<file path="src/rtl/div_sequencer_if.sv">
// Bundle between div_sequencer and its surroundings: the EX-stage request/result
// side and the iterative-divider handshake side. The sequencer uses modport slave.
interface div_sequencer_if;
    localparam int unsigned XLEN = 64;

    logic            req_valid_i;
    logic [2:0]      req_op_i;
    logic [XLEN-1:0] srcA_i;
    logic [XLEN-1:0] srcB_i;
    logic            flush_i;
    logic            stall_o;
    logic            result_valid_o;
    logic [XLEN-1:0] result_o;

    logic            div_start_o;
    logic            div_signed_o;
    logic [XLEN-1:0] div_a_o;
    logic [XLEN-1:0] div_b_o;
    logic            div_ready_i;
    logic [XLEN-1:0] div_q_i;
    logic [XLEN-1:0] div_r_i;

    modport master (
        output req_valid_i, req_op_i, srcA_i, srcB_i, flush_i,
        input  stall_o, result_valid_o, result_o,
        input  div_start_o, div_signed_o, div_a_o, div_b_o,
        output div_ready_i, div_q_i, div_r_i
    );

    modport slave (
        input  req_valid_i, req_op_i, srcA_i, srcB_i, flush_i,
        output stall_o, result_valid_o, result_o,
        output div_start_o, div_signed_o, div_a_o, div_b_o,
        input  div_ready_i, div_q_i, div_r_i
    );
endinterface

</file>
<file path="src/rtl/div_sequencer.sv">
// Sequences DIV/REM ops from EX onto a multi-cycle divider and returns width-adjusted results.
// Optional macro DIV_FASTPATH_EN resolves divide-by-zero and signed overflow in IDLE.
module div_sequencer (
    input  logic           clk,
    input  logic           rst_n,
    div_sequencer_if.slave bus
);
    localparam int unsigned XLEN = 64;
    localparam int unsigned WLEN = 32;

    typedef enum logic [2:0] {
        S_IDLE  = 3'd0,
        S_START = 3'd1,
        S_WAIT  = 3'd2,
        S_DONE  = 3'd3,
        S_DRAIN = 3'd4
    } state_t;

    state_t          r_state;
    state_t          w_next;
    logic            r_op_rem;
    logic            r_op_word;
    logic            r_div_start;
    logic            r_div_signed;
    logic [XLEN-1:0] r_div_a;
    logic [XLEN-1:0] r_div_b;
    logic [XLEN-1:0] r_result;

    logic            w_accept;
    logic            w_stall_c;
    logic            w_result_valid_c;
    logic [XLEN-1:0] w_prep_a;
    logic [XLEN-1:0] w_prep_b;
    logic            w_fast;
    logic [XLEN-1:0] w_fast_res;

    // W results are always the sign-extended low word, signed or unsigned alike
    function automatic logic [XLEN-1:0] fit_width(input logic word, input logic [XLEN-1:0] v);
        return word ? {{(XLEN-WLEN){v[WLEN-1]}}, v[WLEN-1:0]} : v;
    endfunction

    // W ops narrow operands to 32 bits: sign-extend for signed, zero-extend for unsigned
    always_comb begin
        w_prep_a = bus.srcA_i;
        w_prep_b = bus.srcB_i;
        if (bus.req_op_i[2]) begin
            if (bus.req_op_i[1]) begin
                w_prep_a = {{(XLEN-WLEN){1'b0}}, bus.srcA_i[WLEN-1:0]};
                w_prep_b = {{(XLEN-WLEN){1'b0}}, bus.srcB_i[WLEN-1:0]};
            end else begin
                w_prep_a = {{(XLEN-WLEN){bus.srcA_i[WLEN-1]}}, bus.srcA_i[WLEN-1:0]};
                w_prep_b = {{(XLEN-WLEN){bus.srcB_i[WLEN-1]}}, bus.srcB_i[WLEN-1:0]};
            end
        end
    end

`ifdef DIV_FASTPATH_EN
    localparam logic [XLEN-1:0] MIN_NEG  = {1'b1, {(XLEN-1){1'b0}}};
    localparam logic [WLEN-1:0] MIN_NEGW = {1'b1, {(WLEN-1){1'b0}}};

    logic w_div_zero;
    logic w_overflow;

    // Special cases are judged on the prepared operands
    always_comb begin
        w_div_zero = (w_prep_b == '0);
        w_overflow = 1'b0;
        if (!bus.req_op_i[1]) begin
            if (bus.req_op_i[2]) begin
                w_overflow = (w_prep_a[WLEN-1:0] == MIN_NEGW) && (w_prep_b[WLEN-1:0] == '1);
            end else begin
                w_overflow = (w_prep_a == MIN_NEG) && (w_prep_b == '1);
            end
        end
        w_fast     = w_div_zero | w_overflow;
        w_fast_res = '0;
        if (w_div_zero) begin
            w_fast_res = fit_width(bus.req_op_i[2], bus.req_op_i[0] ? w_prep_a : '1);
        end else if (w_overflow) begin
            w_fast_res = fit_width(bus.req_op_i[2], bus.req_op_i[0] ? '0 : w_prep_a);
        end
    end
`else
    assign w_fast     = 1'b0;
    assign w_fast_res = '0;
`endif

    assign w_accept = bus.req_valid_i & ~bus.flush_i;

    always_ff @(posedge clk or negedge rst_n) begin
        if (!rst_n) begin
            r_state <= S_IDLE;
        end else begin
            r_state <= w_next;
        end
    end

    always_comb begin
        w_next           = r_state;
        w_stall_c        = 1'b0;
        w_result_valid_c = 1'b0;
        case (r_state)
            S_IDLE: begin
                if (w_accept) begin
                    w_stall_c = 1'b1;
                    w_next    = w_fast ? S_DONE : S_START;
                end
            end
            S_START: begin
                w_stall_c = 1'b1;
                w_next    = bus.flush_i ? S_DRAIN : S_WAIT;
            end
            S_WAIT: begin
                w_stall_c = 1'b1;
                // A flush coinciding with ready has nothing left to drain
                if (bus.flush_i) begin
                    w_next = bus.div_ready_i ? S_IDLE : S_DRAIN;
                end else if (bus.div_ready_i) begin
                    w_next = S_DONE;
                end
            end
            S_DONE: begin
                w_result_valid_c = ~bus.flush_i;
                w_next           = S_IDLE;
            end
            S_DRAIN: begin
                w_stall_c = bus.req_valid_i;
                if (bus.div_ready_i) begin
                    w_next = S_IDLE;
                end
            end
            default: w_next = S_IDLE;
        endcase
    end

    // Operands latch only on acceptance, so they hold steady through START and WAIT
    always_ff @(posedge clk or negedge rst_n) begin
        if (!rst_n) begin
            r_op_rem     <= 1'b0;
            r_op_word    <= 1'b0;
            r_div_start  <= 1'b0;
            r_div_signed <= 1'b0;
            r_div_a      <= '0;
            r_div_b      <= '0;
            r_result     <= '0;
        end else begin
            r_div_start <= (r_state == S_IDLE) && w_accept && !w_fast;
            if ((r_state == S_IDLE) && w_accept) begin
                r_op_rem     <= bus.req_op_i[0];
                r_op_word    <= bus.req_op_i[2];
                r_div_signed <= ~bus.req_op_i[1];
                r_div_a      <= w_prep_a;
                r_div_b      <= w_prep_b;
                if (w_fast) begin
                    r_result <= w_fast_res;
                end
            end else if ((r_state == S_WAIT) && bus.div_ready_i && !bus.flush_i) begin
                r_result <= fit_width(r_op_word, r_op_rem ? bus.div_r_i : bus.div_q_i);
            end
        end
    end

    assign bus.stall_o        = w_stall_c & rst_n;
    assign bus.result_valid_o = w_result_valid_c;
    assign bus.result_o       = r_result;
    assign bus.div_start_o    = r_div_start;
    assign bus.div_signed_o   = r_div_signed;
    assign bus.div_a_o        = r_div_a;
    assign bus.div_b_o        = r_div_b;
endmodule
</file>
<file path="src/flat_wrapper.sv">
// flat-port wrapper written by rule: the top's interface ports become plain ports
module div_sequencer_flat 
  (clk, rst_n, bus_req_valid_i, bus_req_op_i, bus_srcA_i, bus_srcB_i, bus_flush_i, bus_stall_o, bus_result_valid_o, bus_result_o, bus_div_start_o, bus_div_signed_o, bus_div_a_o, bus_div_b_o, bus_div_ready_i, bus_div_q_i, bus_div_r_i);
  div_sequencer_if bus_i ();
  input  logic clk;
  input  logic rst_n;
  input wire logic [$bits(bus_i.req_valid_i)-1:0] bus_req_valid_i;
  input wire logic [$bits(bus_i.req_op_i)-1:0] bus_req_op_i;
  input wire logic [$bits(bus_i.srcA_i)-1:0] bus_srcA_i;
  input wire logic [$bits(bus_i.srcB_i)-1:0] bus_srcB_i;
  input wire logic [$bits(bus_i.flush_i)-1:0] bus_flush_i;
  output wire logic [$bits(bus_i.stall_o)-1:0] bus_stall_o;
  output wire logic [$bits(bus_i.result_valid_o)-1:0] bus_result_valid_o;
  output wire logic [$bits(bus_i.result_o)-1:0] bus_result_o;
  output wire logic [$bits(bus_i.div_start_o)-1:0] bus_div_start_o;
  output wire logic [$bits(bus_i.div_signed_o)-1:0] bus_div_signed_o;
  output wire logic [$bits(bus_i.div_a_o)-1:0] bus_div_a_o;
  output wire logic [$bits(bus_i.div_b_o)-1:0] bus_div_b_o;
  input wire logic [$bits(bus_i.div_ready_i)-1:0] bus_div_ready_i;
  input wire logic [$bits(bus_i.div_q_i)-1:0] bus_div_q_i;
  input wire logic [$bits(bus_i.div_r_i)-1:0] bus_div_r_i;
  assign bus_i.req_valid_i = bus_req_valid_i;
  assign bus_i.req_op_i = bus_req_op_i;
  assign bus_i.srcA_i = bus_srcA_i;
  assign bus_i.srcB_i = bus_srcB_i;
  assign bus_i.flush_i = bus_flush_i;
  assign bus_stall_o = bus_i.stall_o;
  assign bus_result_valid_o = bus_i.result_valid_o;
  assign bus_result_o = bus_i.result_o;
  assign bus_div_start_o = bus_i.div_start_o;
  assign bus_div_signed_o = bus_i.div_signed_o;
  assign bus_div_a_o = bus_i.div_a_o;
  assign bus_div_b_o = bus_i.div_b_o;
  assign bus_i.div_ready_i = bus_div_ready_i;
  assign bus_i.div_q_i = bus_div_q_i;
  assign bus_i.div_r_i = bus_div_r_i;
  div_sequencer u_core (.clk(clk), .rst_n(rst_n), .bus(bus_i));
endmodule
</file>
<file path="config.mk">
export PLATFORM = sky130hd
export DESIGN_NAME = div_sequencer_flat
export DESIGN_NICKNAME = d
export VERILOG_FILES = /design/src/rtl/div_sequencer_if.sv /design/src/rtl/div_sequencer.sv /design/src/flat_wrapper.sv
export SDC_FILE = /design/constraint.sdc
export NUM_CORES = 1
export LEC_CHECK = 0
export ABC_AREA = 1
export CORE_AREA = 2 2 178 180
export DETAILED_ROUTE_END_ITERATION = 12
export DIE_AREA = 0 0 180 182
export SYNTH_ARGS = -nofsm -noshare
export SYNTH_HDL_FRONTEND = slang
export SYNTH_SLANG_ARGS = --single-unit
</file>
<file path="constraint.sdc">
create_clock -name clk -period 2 [get_ports clk]
set_input_delay 0.4 -clock clk [delete_from_list [all_inputs] [get_ports clk]]
set_output_delay 0.4 -clock clk [all_outputs]
set_load 0.005 [all_outputs]
</file>
== Yosys cells after proc, flatten, opt, wreduce, memory -nomap -nowiden ==
Index checks and enable logic that the tools add are counted.
Storage, ports and cells
  register bits: 199
  input port bits: 264
  output and inout bits: 196
  logic and storage cells: 44
Cells by class
  equality and inequality tests: 7
  muxes and demuxes: 16
  bitwise gates (word level): 5
  reduce and logical (&&, ||, !) cells: 8
Operator list (number)
  $mux 64: 6
  $mux 3: 6
  $pmux 3 s4: 1
  $eq 3x2->1 const B: 2
  $eq 3x1->1 const B: 1
  $eq 3x3->1 const B: 1
  $logic_and 1x1->1: 3
  $logic_not 3->1: 1
  $ne 3x3->1 const B: 1
  $not 1->1: 3
  $pmux 1 s3: 1
  $reduce_and 3->1: 1
  $and 1x1->1: 2
  $mux 1: 2
  $ne 2x1->1 const B: 1
  $ne 2x2->1 const B: 1
  $reduce_and 2->1: 1
  $reduce_or 2->1: 1
  $logic_not 1->1: 1

== Logic depth before layout (Yosys ltp) ==
  depth after elaboration: 5
  mapped depth: 8
  mapped depth without buffers: 6

== Least setup slack after synthesis ==
No wires, ideal clock.
  kind: register -> output
  from: reg u_core.r_state[1]
  to: out bus_stall_o
  arrival time: 1.002 ns
  data required time: 1.600 ns
  slack: 0.598 ns
  stages on the path, launching flop included: 7
  path buffers: 1
  path through: dfrtp_1 > nor2_4 > nand3_2 > buf_2 > nand3_1 > nand2_1 > inv_1
On the way
  cells in the longest elaborated chain, start to end: 4
  elaborated cells on any way between the ends: 7
  those cells by class: eq/ne: 3; mux: 1; bitwise: 1; reduce/logical: 2
RTL lines
  start: declaration: RTL line div_sequencer.sv:19  | state_t r_state;
  start signal: assignment: RTL line div_sequencer.sv:94  | r_state <= w_next;
  $eq 3x1->1 / $eq 3x2->1 (equally long branches): RTL line div_sequencer.sv:102  | case (r_state)
  $reduce_or 2->1 (no line)
  $pmux 1 s3 (*): RTL line div_sequencer.sv:102
  $and 1x1->1 (*): RTL line div_sequencer.sv:163  | assign bus.stall_o = w_stall_c & rst_n;
  end: declaration: RTL line flat_wrapper.sv:12  | output wire logic [$bits(bus_i.stall_o)-1:0] bus_stall_o;
Every way passes the cells marked *; elsewhere a longest branch is shown, timed or not.

== Final worst setup path ==
  from: reg u_core.r_state[0]
  to: out bus_stall_o
The elaborated chain is that of the path after synthesis.

==> results.env <==
PATH_MAX_FANOUT=4
DESIGN.DIE.AREA_UM2=32800
SYNTH.DISTINCT_CELLS=20
DR.FIRST_ITER.DRC_COUNT=493
STANDBY_LEAKAGE_POWER_nW=7.93
R2R-START='u_core.r_state[0]'
SORT_OF_ELEMENT_AT_THE_START_OF_THE_CRITICAL_PATH='register'
HPWL_MM=23.9
DRC_ERRORS=0
YS_DOMINANT_REG_CELL='sky130_fd_sc_hd__dfrtp_1'
STDCELL_COUNT=2169
CTS-HTREE-LEVELS=4
CLK_LATENCY_NS=0.44
CTS_INSERTED_BUFFERS=17
LAYOUT_MIN_CYCLE_TIME_NS=1.84
TRITONCTS='done'
GLOBALPLACE.CONGESTION=0.815
NETLIST.AREA_LEADER.SHARE_PCT=52.9
CP.REQUIRED_NS=1.60
POST_SYNTH.CELL_AREA_AVG_UM2=7.17
GRT_UTIL_ALL_LAYERS_PCT=20.3
SYNTH_SEQ_AREA_SHARE_PCT=52.9
DR.PASS1.ITERS=4
DETAILROUTE.VIA_COUNT=9421
HOLDBUFCOUNTCTS=0
COREAREA_UM2=31000
YOSYSWARNINGS=0
MAXCLOCKFREQUENCY_GHz=0.544
HOLD_PATH_CLASS='input port to async pin'
FP-ROW-COUNT=65
GRT_PASS1_VIAS=9280
WORST_REG_TO_REG_CELLS=7
CLK_PATH_BUF_DEPTH=2
WORST_SETUP_EP_TYPE='output pin'
SYNTH_LARGEST_AREA_CELL='sky130_fd_sc_hd__dfrtp_1'
PLACEMENT.CELL_AREA_UM2=14500
CAP_VIOL_MAX_COUNT=0
CELL_AREA_AFTER_TECHNOLOGY_MAPPING_UM2=9420
REPORT.FINAL.SLEW_VIOL_COUNT=0
ANTENNA_VIOLATIONS_BEFORE_REPAIR=1
SYN_INST=1313
GRT_OVERFLOW=0
GRT_START_MAX_NET_PINS=125
P_R_AREA_GROWTH_VS_SYN_PCT=60.6
GRT_FIRST_PASS_WIRELENGTH_MM=52.5
CTS.REPORTEDPATHS.CLKPINSLEW_NS=0.07
POWER-PER-CELL-AREA_nW_PER_UM2=1300
REG2REG_TO='u_core.bus.div_a_o[58]'
TRITONCTS_NUM_SINKS=199
IO-PIN-COUNT=460
POST_SYNTHESIS_ASYNC_SET_OR_RESET_FLOP_SHARE_PCT=100
INITIAL_CORE_UTIL_PCT=30.4
FINAL_ANTENNA_NET_COUNT=0
CRIT_ARRIVAL_NS=1.44
WL_PER_CELL_UM=15.4
SETUP.WORST_PATH.END='bus_stall_o'
PLACE_WORST_SETUP_SLACK_NS=-0.245
POST-ROUTE-PERIOD-UTIL_PCT=91.9
CTS_ROOT_BUF='sky130_fd_sc_hd__clkbuf_16'
RUN_STATUS='finished clean'
NUMPLACEDINSTANCES=2129
DIE_H_UM=182
SYNTHESIS.NETS=1577
WORST_SLEW_MARGIN_REL_PCT=34.3
FINAL_HOLD_VIOL_COUNT=0
LAYOUT_COMMONEST_CELL='sky130_fd_sc_hd__nand2_1'
SYNTH_ENABLE_FLOP_CELLS=0
PLACE.PORT_BUFFERS=459
CRITICAL_PATH_CLASS='register to output pin'
SETUP_SKEW_NS=0.00963
MOST_FREQUENT_CELLS_IN_THE_LAYOUT='sky130_fd_sc_hd__nand2_1, sky130_fd_sc_hd__clkdlybuf4s50_1, sky130_fd_sc_hd__dfrtp_1'
FINAL_LAYOUT_SIZE_SUFFIX_GT1_SHARE_PCT=4.87
STDCELL_AREA_UM2=15100
POSTROUTEWIRELENGTH_MM=33.4
YS_TOP_CELLS_BY_AREA='sky130_fd_sc_hd__dfrtp_1, sky130_fd_sc_hd__nand2_1, sky130_fd_sc_hd__inv_1, sky130_fd_sc_hd__o21ai_0, sky130_fd_sc_hd__buf_2'
WORST_SLACK_NS=0.163
FINALSETUPVIOLCOUNT=0
FINALNETCOUNT=2017
FF2FF_SETUP_SLACK_NS=0.37
VIAS_PER_CELL=4.34
YOSYS_REGISTER_BITS=199
POWER_mW=19.7
VDD_IR_DROP_MAX_uV=561
WORST_SETUP_PATH_STARTPOINT='u_core.r_state[0]'
RSZ0062_AT_GRT='false'
TIMING_WORST_SLEW_PIN_VALUE_NS=0.985
DIEWIDTH_UM=180
[per-layer routing]
layer | global-route usage [%] | vias to the layer above | routed length [um]
met5 | 0 | - | 0
met4 | 7.02 | 0 | 892
met3 | 7.18 | 47 | 2660
met2 | 34.0 | 324 | 15900
met1 | 24.2 | 4297 | 13900
li1 | - | 4753 | -
[power breakdown]
| part | switching (mW) | total, mW | internal, mW |
|---|---|---|---|
| clock network | 1.62 | 3.39 | 1.77 |
| registers | 1.05 | 6.96 | 5.90 |
| logic | 4.23 | 9.30 | 5.07 |
| total | 6.90 | 19.7 | 12.7 |
[through the flow]
step | hold slack, ns | util, % | TNS, ns
after floorplan | 0.104 | - | 0
after global placement | 0.452 | 46.8 | -4.62
after detailed placement | 0.458 | 46.8 | -6.65
after CTS | 0.112 | 48.8 | 0
after global routing | 0.119 | 48.8 | 0
final | 0.0646 | 48.8 | 0
[synth_stat cells (2+ instances only)]
master and number:
sky130_fd_sc_hd__nand3_1 41, sky130_fd_sc_hd__o21ai_0 68, sky130_fd_sc_hd__nor2_1 6, sky130_fd_sc_hd__nor2_4 2, sky130_fd_sc_hd__buf_2 41, sky130_fd_sc_hd__dfrtp_1 199
sky130_fd_sc_hd__inv_2 2, sky130_fd_sc_hd__inv_1 140, sky130_fd_sc_hd__clkbuf_1 24, sky130_fd_sc_hd__nand2_1 775, sky130_fd_sc_hd__buf_4 5, sky130_fd_sc_hd__nand3_2 2
[area by class of cell]
| type | instances | area, um2 |
|---|---|---|
| fill | 3069 | 15900 |
| clock buffer | 20 | 447 |
| clock inverter | 12 | 115 |
| tap | 402 | 503 |
| multi-input combinational | 899 | 3580 |
| antenna | 1 | 2.50 |
| timing repair buffer | 494 | 4960 |
| sequential | 199 | 4980 |
| inverter | 142 | 536 |
[kinds of logic (layout without fill, tap and decap cells)]
logic type,after synthesis,count (layout),synth area share [%]
compound gates,69,69,3.69
buf+inv,215,668,9.43
flops,199,199,52.9
other cells,0,1,0
simple gates,830,830,34.0
[worst min path at each step]
stage | startpoint | to | slack [ns]
floorplan | rst_n | u_core.bus.div_a_o[0] | 0.10
global placement | u_core.bus.result_o[35] | u_core.bus.result_o[35] | 0.45
detailed placement | u_core.bus.result_o[12] | u_core.bus.result_o[12] | 0.46
CTS | rst_n | u_core.bus.div_a_o[41] | 0.11
global route | rst_n | u_core.bus.div_a_o[7] | 0.12
finish | rst_n | u_core.bus.div_a_o[22] | 0.06
[flip-flops by register name (all words and copies together), names as in the netlist]
| name | count |
|---|---|
| u_core.r_op_word | 1 |
| u_core.bus.div_a_o | 64 |
| u_core.r_op_rem | 1 |
| u_core.r_state | 3 |
| u_core.bus.result_o | 64 |
| u_core.bus.div_b_o | 64 |
| u_core.bus.div_start_o | 1 |
| u_core.bus.div_signed_o | 1 |
[what timing repair did]
action / CTS / global route
resized for setup: 11 / 2
cloned: 0 / 0
setup buffers: 5 / 2
pin swaps: 1 / 1
endpoints found under the setup margin: 2 / 1
[critical path: stages, from the launching register on]
cell                       delay [ns]
sky130_fd_sc_hd__dfrtp_2         0.46
sky130_fd_sc_hd__nor2_4          0.18
sky130_fd_sc_hd__nand3_2         0.08
sky130_fd_sc_hd__nand3_1         0.09
sky130_fd_sc_hd__nand2_1         0.05
sky130_fd_sc_hd__inv_1           0.05
sky130_fd_sc_hd__clkbuf_2        0.10
Power figures use the tool's default switching activity.
